File: src/rtl/ram_arbiter.sv
// ---------------------------------------------------------------------------
// ram_arbiter
//
// Purpose:
//   Shares one level-sensitive RAM (combinational read, level write strobe)
//   between two requesters using registered req/ack handshakes.
//   Requester 0 is the CPU load/store unit and requester 1 is the I/O/DMA
//   engine.
//
//   Every write follows a setup, strobe and release sequence. Address and
//   data are therefore stable for a full cycle on each side of the write
//   strobe.
//
//   Ties between the requesters are broken round-robin by default. Setting
//   FIXED_PRIORITY makes requester 0 win every tie.
//
// Ports:
//   clock, reset          system clock; synchronous active-high reset
//   req0/we0/addr0/wdata0 requester 0 request, write enable, address, data
//   ack0, rdata0          requester 0 completion pulse and read data
//   req1/we1/addr1/wdata1 requester 1 request, write enable, address, data
//   ack1, rdata1          requester 1 completion pulse and read data
//   grant                 one-hot current owner (00 when idle)
//   busy                  high whenever the controller is not idle
//   ram_address           RAM address
//   ram_write             RAM write strobe
//   ram_write_data        RAM write data
//   ram_data              RAM read data
//
// Timing, counted from the edge that accepts a request:
//   read  : ack in the 2nd cycle after the accepting edge
//   write : ack in the 4th cycle after the accepting edge
//
// All outputs are registered.
// ---------------------------------------------------------------------------
module ram_arbiter #(
    parameter int ADDR_WIDTH     = 8,
    parameter int DATA_WIDTH     = 8,
    parameter int FIXED_PRIORITY = 0
) (
    input  logic                  clock,
    input  logic                  reset,

    input  logic                  req0,
    input  logic                  we0,
    input  logic [ADDR_WIDTH-1:0] addr0,
    input  logic [DATA_WIDTH-1:0] wdata0,
    output logic                  ack0,
    output logic [DATA_WIDTH-1:0] rdata0,

    input  logic                  req1,
    input  logic                  we1,
    input  logic [ADDR_WIDTH-1:0] addr1,
    input  logic [DATA_WIDTH-1:0] wdata1,
    output logic                  ack1,
    output logic [DATA_WIDTH-1:0] rdata1,

    output logic [1:0]            grant,
    output logic                  busy,

    output logic [ADDR_WIDTH-1:0] ram_address,
    output logic                  ram_write,
    output logic [DATA_WIDTH-1:0] ram_write_data,
    input  logic [DATA_WIDTH-1:0] ram_data
);

    typedef enum logic [1:0] {
        ST_IDLE   = 2'd0,
        ST_SETUP  = 2'd1,
        ST_STROBE = 2'd2,
        ST_HOLD   = 2'd3
    } state_t;

    state_t                  r_state;
    logic                    r_we;
    logic                    r_last_grant;   // 0 = requester 0 won last, 1 = requester 1
    logic [1:0]              r_grant;
    logic                    r_busy;
    logic                    r_ack0;
    logic                    r_ack1;
    logic [DATA_WIDTH-1:0]   r_rdata0;
    logic [DATA_WIDTH-1:0]   r_rdata1;
    logic [ADDR_WIDTH-1:0]   r_ram_address;
    logic                    r_ram_write;
    logic [DATA_WIDTH-1:0]   r_ram_write_data;

    // A request is ignored in the cycle that carries its own ack. This stops
    // a requester that is still holding req from being served twice for one
    // access. The other requester can still be granted in that cycle, which
    // gives back-to-back service with no idle gap.
    logic                    w_req0_eff;
    logic                    w_req1_eff;
    logic                    w_any_req;
    logic                    w_tie;
    logic                    w_pick1;
    logic                    w_sel_we;
    logic [ADDR_WIDTH-1:0]   w_sel_addr;
    logic [DATA_WIDTH-1:0]   w_sel_wdata;

    assign w_req0_eff = req0 & ~r_ack0;
    assign w_req1_eff = req1 & ~r_ack1;
    assign w_any_req  = w_req0_eff | w_req1_eff;
    assign w_tie      = w_req0_eff & w_req1_eff;

    // Tie-break: with round-robin, pick the requester that did not win last
    // time. With fixed priority, requester 0 always wins the tie.
    always_comb begin
        w_pick1 = w_req1_eff;
        if (w_tie) begin
            if (FIXED_PRIORITY != 0) begin
                w_pick1 = 1'b0;
            end else begin
                w_pick1 = ~r_last_grant;
            end
        end
    end

    assign w_sel_we    = w_pick1 ? we1    : we0;
    assign w_sel_addr  = w_pick1 ? addr1  : addr0;
    assign w_sel_wdata = w_pick1 ? wdata1 : wdata0;

    always_ff @(posedge clock) begin
        if (reset) begin
            r_state          <= ST_IDLE;
            r_we             <= 1'b0;
            r_last_grant     <= 1'b1;
            r_grant          <= 2'b00;
            r_busy           <= 1'b0;
            r_ack0           <= 1'b0;
            r_ack1           <= 1'b0;
            r_rdata0         <= '0;
            r_rdata1         <= '0;
            r_ram_address    <= '0;
            r_ram_write      <= 1'b0;
            r_ram_write_data <= '0;
        end else begin
            // Acks and the write strobe are single-cycle pulses by default.
            r_ack0      <= 1'b0;
            r_ack1      <= 1'b0;
            r_ram_write <= 1'b0;

            case (r_state)
                ST_IDLE: begin
                    if (w_any_req) begin
                        // Address and data change only on this edge, so
                        // they are frozen for the rest of the access.
                        r_ram_address    <= w_sel_addr;
                        r_ram_write_data <= w_sel_wdata;
                        r_we             <= w_sel_we;
                        r_grant          <= w_pick1 ? 2'b10 : 2'b01;
                        r_last_grant     <= w_pick1;
                        r_busy           <= 1'b1;
                        r_state          <= ST_SETUP;
                    end
                end

                ST_SETUP: begin
                    if (!r_we) begin
                        // The RAM has had a full cycle to settle on the
                        // address, so its read data is captured here.
                        if (r_grant[1]) begin
                            r_rdata1 <= ram_data;
                            r_ack1   <= 1'b1;
                        end else begin
                            r_rdata0 <= ram_data;
                            r_ack0   <= 1'b1;
                        end
                        r_grant <= 2'b00;
                        r_busy  <= 1'b0;
                        r_state <= ST_IDLE;
                    end else begin
                        r_ram_write <= 1'b1;
                        r_state     <= ST_STROBE;
                    end
                end

                ST_STROBE: begin
                    // The strobe drops here, one cycle after it rose, while
                    // address and data stay put through HOLD.
                    r_state <= ST_HOLD;
                end

                ST_HOLD: begin
                    if (r_grant[1]) begin
                        r_ack1 <= 1'b1;
                    end else begin
                        r_ack0 <= 1'b1;
                    end
                    r_grant <= 2'b00;
                    r_busy  <= 1'b0;
                    r_state <= ST_IDLE;
                end

                default: begin
                    r_grant <= 2'b00;
                    r_busy  <= 1'b0;
                    r_state <= ST_IDLE;
                end
            endcase
        end
    end

    assign ack0           = r_ack0;
    assign ack1           = r_ack1;
    assign rdata0         = r_rdata0;
    assign rdata1         = r_rdata1;
    assign grant          = r_grant;
    assign busy           = r_busy;
    assign ram_address    = r_ram_address;
    assign ram_write      = r_ram_write;
    assign ram_write_data = r_ram_write_data;

`ifndef SYNTHESIS
    // Interface invariants.
    a_strobe_single : assert property (@(posedge clock) disable iff (reset)
        r_ram_write |=> !r_ram_write);
    a_addr_stable   : assert property (@(posedge clock) disable iff (reset)
        r_ram_write |=> ($stable(r_ram_address) && $stable(r_ram_write_data)));
    a_ack_exclusive : assert property (@(posedge clock)
        !(r_ack0 && r_ack1));
`endif

endmodule

File: config.mk
export PLATFORM = sky130hd
export DESIGN_NAME = ram_arbiter
export DESIGN_NICKNAME = d
export VERILOG_FILES = /design/src/rtl/ram_arbiter.sv
export SDC_FILE = /design/constraint.sdc
export NUM_CORES = 1
export LEC_CHECK = 0
export ABC_AREA = 1
export BUFFER_PORTS_ARGS = -buffer_cell sky130_fd_sc_hd__buf_4
export CORE_AREA = 2 2 67 69
export CTS_CLUSTER_DIAMETER = 80
export DETAILED_ROUTE_END_ITERATION = 7
export DIE_AREA = 0 0 69 71
export GPL_TIMING_DRIVEN = 0
export PLACE_DENSITY = 0.77
export SKIP_CTS_REPAIR_TIMING = 1
export SYNTH_ARGS = -nofsm -noshare
export SYNTH_HDL_FRONTEND = slang
export SYNTH_SLANG_ARGS = --single-unit
File: constraint.sdc
create_clock -name clock -period 1.4 [get_ports clock]
set_clock_uncertainty 0.2 [all_clocks]
set_input_delay 0.28 -clock clock [delete_from_list [all_inputs] [get_ports clock]]
set_output_delay 0.28 -clock clock [all_outputs]
set_load 0.05 [all_outputs]
======== Word-level counts from Yosys, hierarchy flattened ========
Cells that the tools add are included.
W data, S select, Z words.
operators by class
  equality and inequality tests ........... 5
  mux-type cells .......................... 21
  bitwise logic cells ..................... 10
  reduce and logical (&&, ||, !) cells .... 7
operators with widths
  cell                  number
  $mux W8               2
  $mux W2               5
  $mux W1               9
  $reduce_and A3 Y1     3
  $pmux W2 S4           1
  $not A1 Y1            6
  $pmux W2 S3           1
  $eq A2 B2 Y1 const B  2
  $ne A2 B2 Y1 const B  2
  $pmux W1 S2           2
  $and A1 B1 Y1         3
  $pmux W1 S3           1
  $reduce_bool A3 Y1    1
  $eq A2 B1 Y1 const B  1
  $logic_not A2 Y1      1
  $reduce_and A2 Y1     1
  $reduce_or A2 Y1      1
  $or A1 B1 Y1          1
storage, ports and cells
  flip-flop bits (word level) ............. 42
  input port bits ......................... 46
  output and inout bits ................... 38
  word-level logic and storage cells ...... 55

======== Logic depth before layout (Yosys ltp) ========
  depth in word-level cells ............... 7
  depth in mapped cells ................... 9
  mapped depth without buffers ............ 8

======== Least setup slack after synthesis ========
Ideal clock, no wire load.
  path type ............................... flip-flop to flip-flop
  from .................................... reg r_ack1, in the netlist ack1
  to ...................................... reg r_ram_address[1], in the netlist ram_address[1]
  library setup time ...................... 109 ps
  arrival time ............................ 1320 ps
  data required time ...................... 1091 ps
  path slack .............................. -229 ps
  cell stages (with the launch flop) ...... 10
  path buffers ............................ 2
  period minus slack after synthesis ...... 1629 ps
  cell sequence ........................... dfxtp_1 > inv_1 > nand2_1 > nand2_1 > nand2_2 > buf_6 > buf_12 > a21oi_2 > nand2_1 > inv_1
between the ends
  word-level cells in the longest chain between the ends .. 5
  elaborated cells between the ends (all ways) .. 7
  classes of those cells .................. 2 x mux; 4 x bitwise; 1 x reduce/logical
RTL lines
  what                    line  text
  start, declared         80    logic r_ack1;
  start signal, assigned  130   r_ack1 <= 1'b0;
  start signal, assigned  139   r_ack1 <= 1'b0;
  start signal, assigned  163   r_ack1 <= 1'b1;
  $not A1 Y1 *            101   assign w_req1_eff = req1 & ~r_ack1;
  $and A1 B1 Y1 *         101
  $and A1 B1 Y1           103   assign w_tie = w_req0_eff & w_req1_eff;
  $mux W1                 109   if (w_tie) begin
  $mux W8                 119   assign w_sel_addr = w_pick1 ? addr1 : addr0;
  end signal, assigned    147   r_ram_address <= w_sel_addr;
  end, declared           83    logic [ADDR_WIDTH-1:0] r_ram_address;
Mark *: on every way between the ends. The rest lies on a longest branch, timed or not.
A chain may end at the register's enable or synchronous reset.

======== Worst setup path in the final report ========
  from .................................... reg r_ack1, in the netlist ack1
  to ...................................... out ack1
RTL lines
  what           line  text
  end, declared  55    output logic ack1,
No word-level cell between the ends.

==> out/qor.txt <==
====================================================================================
Required time of the critical path                                           0.92 ns
Final slew viol count                                                              0
Root buffer cell                                                            clkbuf_8
Half-perimeter wire length after placement                                   3.46 mm
Tot GR Track Use                                                               18.7%
Net count after synthesis                                                        308
Share of the synthesized area in the top cell type                             45.1%
Outcome                                                                 finished, final reports clean
Share of cells above drive strength 1                                          38.3%
Worst-case setup slack after placement                                    -0.0878 ns
Synth area leader                                                            dfxtp_1
Parity-gate share of the synthesized area counting xor and xnor cells             0%
DRC violations left                                                                0
Clk Latency, worst-skew pair                                                 0.30 ns
Vias in the first global route                                                  1778
Area of the core                                                           4200 um^2
Area fraction in compound gates after synthesis                                11.5%
Number of H-tree levels                                                            2
Total leakage power                                                          1.47 nW
Post-route cell area                                                       2890 um^2
DRC marker count from the first detailed-route iteration                          82
Largest stage delay on the critical path                                     0.35 ns
PnR worst setup slack                                                     0.00341 ns
Worst-path cell with the longest stage delay                                 dfxtp_4
Final critical-path required period                                          1.40 ns
Total of buffers placed on input and output ports                                 82
Sort of element at the start of the critical path                          flip-flop
Row cnt                                                                           24
Diodes inserted                                                                    0
Max Cap Violations                                                                 0
Nets                                                                             405
CTS tree                                                                        done
TritonCTS Buffers                                                                  5
Crit Path Category                                                      flip-flop to primary output
Chip height                                                                    71 um
Routability congestion estimate                                                0.804
I/O Pins                                                                          84
Critical path buffers and inverters                                                2
Final count of negative-setup-slack endpoints                                      0
Number of nets with antenna violations after detailed routing                      0
Peak Freq                                                                    716 MHz
Number of clock sinks                                                             42
Layout-stage area growth over the synthesis result                             54.8%
Number of buffers on the longest clock path                                        2
TNS Setup                                                                       0 ns
Critical path endpoint category                                         primary output
Initial antenna violation count                                                    0
Adder and majority cell fraction of the synthesized area                          0%
Routed length per placed instance                                            11.9 um
Post-synthesis sequential area ratio                                           45.1%
Largest delay contributor family on the critical path                     flip-flops
Die width                                                                      69 um
Synth area leaders                                                      dfxtp_1 (45%), nand3_1 (10%), nand2_1 (9.1%)
Clock-pin transition on the worst setup and hold timing paths                0.08 ns
Area after DPL                                                             2560 um^2
Register bit total from synthesis                                                 42
Count of yosys warnings during synthesis                                           0
Power per cell area                                                     1330 nW/um^2
Max_slew headroom                                                              76.6%
Multiplexer share of the synthesized area                                         0%
Initial standard-cell utilization of the core                                  44.3%
Post-Route Utilization                                                         68.7%
Via count                                                                       1975
Hold/Removal Path Class                                                 input port to flip-flop
Max rail drop VDD                                                             716 uV
Largest net degree at the start of global routing                                 14
DR pass1 iterations                                                                4
Final hold slack                                                           0.0292 ns
Via/cell ratio                                                                  4.79
Final Hold Fails                                                                   0
Area of the die                                                            4900 um^2
Gate count after technology mapping                                              262
Count of cell types in the netlist                                                18
Cells traversed along the worst timing path                             buf_4, buf_8
Worst EP arrival                                                             0.92 ns
Crit Path Max Fanout                                                               2
Final routed wirelength across all metal layers                              4.90 mm
Remaining global-route overflow                                                    0
Transition at the pin with the smallest max-transition slack                0.351 ns
Cell area after synthesis                                                  1860 um^2
Final cycle utilization of the critical path                                   99.8%
Dominant combinational cell family by area after synthesis              simple AND/OR/NAND/NOR gates
Simple logic cell fraction of the synthesized area                             29.9%
Wire length of the first global-routing pass                                 7.47 mm
Setup repair after global routing missed its margin                             true
Mean instance size in the synthesized netlist                              7.12 um^2
====================================================================================
==> final timing paths <==
check,from,to,slack [ns],cells after the start
worst max-delay path,ack1,ack1,0.003,2
worst min-delay path,ram_data[4],rdata0[4],0.03,3
worst max register to register,ack1,ram_address[4],0.01,9
worst min register to register,busy,busy,0.27,2
==> power breakdown <==
group          internal, W  total, W  switching [W]
registers          0.00132   0.00139      0.0000754
logic             0.000463   0.00126       0.000796
clock network     0.000761   0.00118       0.000418
==> registers in the layout, indices dropped and copies added, names as in the netlist, 2 cells and up, named ones only <==
signal and flops:
rdata1 8, grant 2, ram_address 8, ram_write_data 8
rdata0 8
==> tightest hold or removal path, delay by kind of cell <==
family / cells / cell delay [ns]
buffers and inverters: 1 / 0.08
and+or+nand+nor: 1 / 0.07
AOI/OAI and AO/OA: 1 / 0.06
==> layer usage <==
layer  GRT usage, %  up-vias  wire length, um
li1               -     1012                -
met2           31.4       59             2440
met4           6.54        0               53
met3           6.55        5              408
met5              0        -                0
met1           22.2      899             2000
==> cells in the final DEF (no fill, tap or decap) <==
| master | netlist | final |
|---|---|---|
| bufinv_16 | 0 | 2 |
| clkbuf_16 | 0 | 1 |
| clkbuf_8 | 0 | 6 |
| nor2_1 | 34 | 34 |
| inv_4 | 0 | 3 |
| o21ai_1 | 0 | 4 |
| nand2_4 | 0 | 4 |
| clkbuf_1 | 1 | 1 |
| dfxtp_1 | 42 | 37 |
| dfxtp_2 | 0 | 3 |
| nand2_8 | 0 | 1 |
| a21oi_1 | 12 | 12 |
| nand2_1 | 45 | 41 |
| nor2_4 | 0 | 2 |
| a21oi_2 | 8 | 8 |
| buf_4 | 1 | 88 |
| inv_1 | 40 | 39 |
| dfxtp_4 | 0 | 2 |
| inv_2 | 6 | 3 |
| nor3_1 | 2 | 2 |
| buf_2 | 5 | 4 |
| nand3_1 | 39 | 39 |
| clkinv_4 | 0 | 1 |
| buf_6 | 2 | 3 |
| o21ai_0 | 17 | 13 |
| buf_8 | 0 | 2 |
| nand3_4 | 0 | 3 |
| nand2_2 | 2 | 1 |
| buf_12 | 1 | 1 |
==> through the flow <==
step,cells,power [W]
2_1_floorplan,262,0.00220
3_5_place_dp,396,0.00257
4_1_cts,404,0.00374
3_3_place_gp,396,0.00255
5_1_grt,412,0.00401
6_report,412,0.00383
==> cell usage after synthesis, drive strengths merged <==
master  instances
a21oi          20
buf             9
clkbuf          1
dfxtp          42
inv            46
nand2          47
nand3          42
nor2           36
nor3            2
o21ai          17
==> cell type report <==
cell class | instances | area, um^2
clock inverters | 2 | 60.1
flip-flops and latches | 42 | 852
clock buffers | 6 | 82.6
repair buffers | 90 | 702
well taps | 52 | 65.1
fillers | 386 | 1320
multi-input cells | 164 | 848
inverters | 46 | 185
plain buffers | 10 | 91.3
==> logic make-up after synthesis <==
group                  count (synthesis)
AO/OA/AOI/OAI                         37
flip-flops                            42
buffers and inverters                 56
AND/OR/NAND/NOR                      127
(Power assumes the default switching activity.)
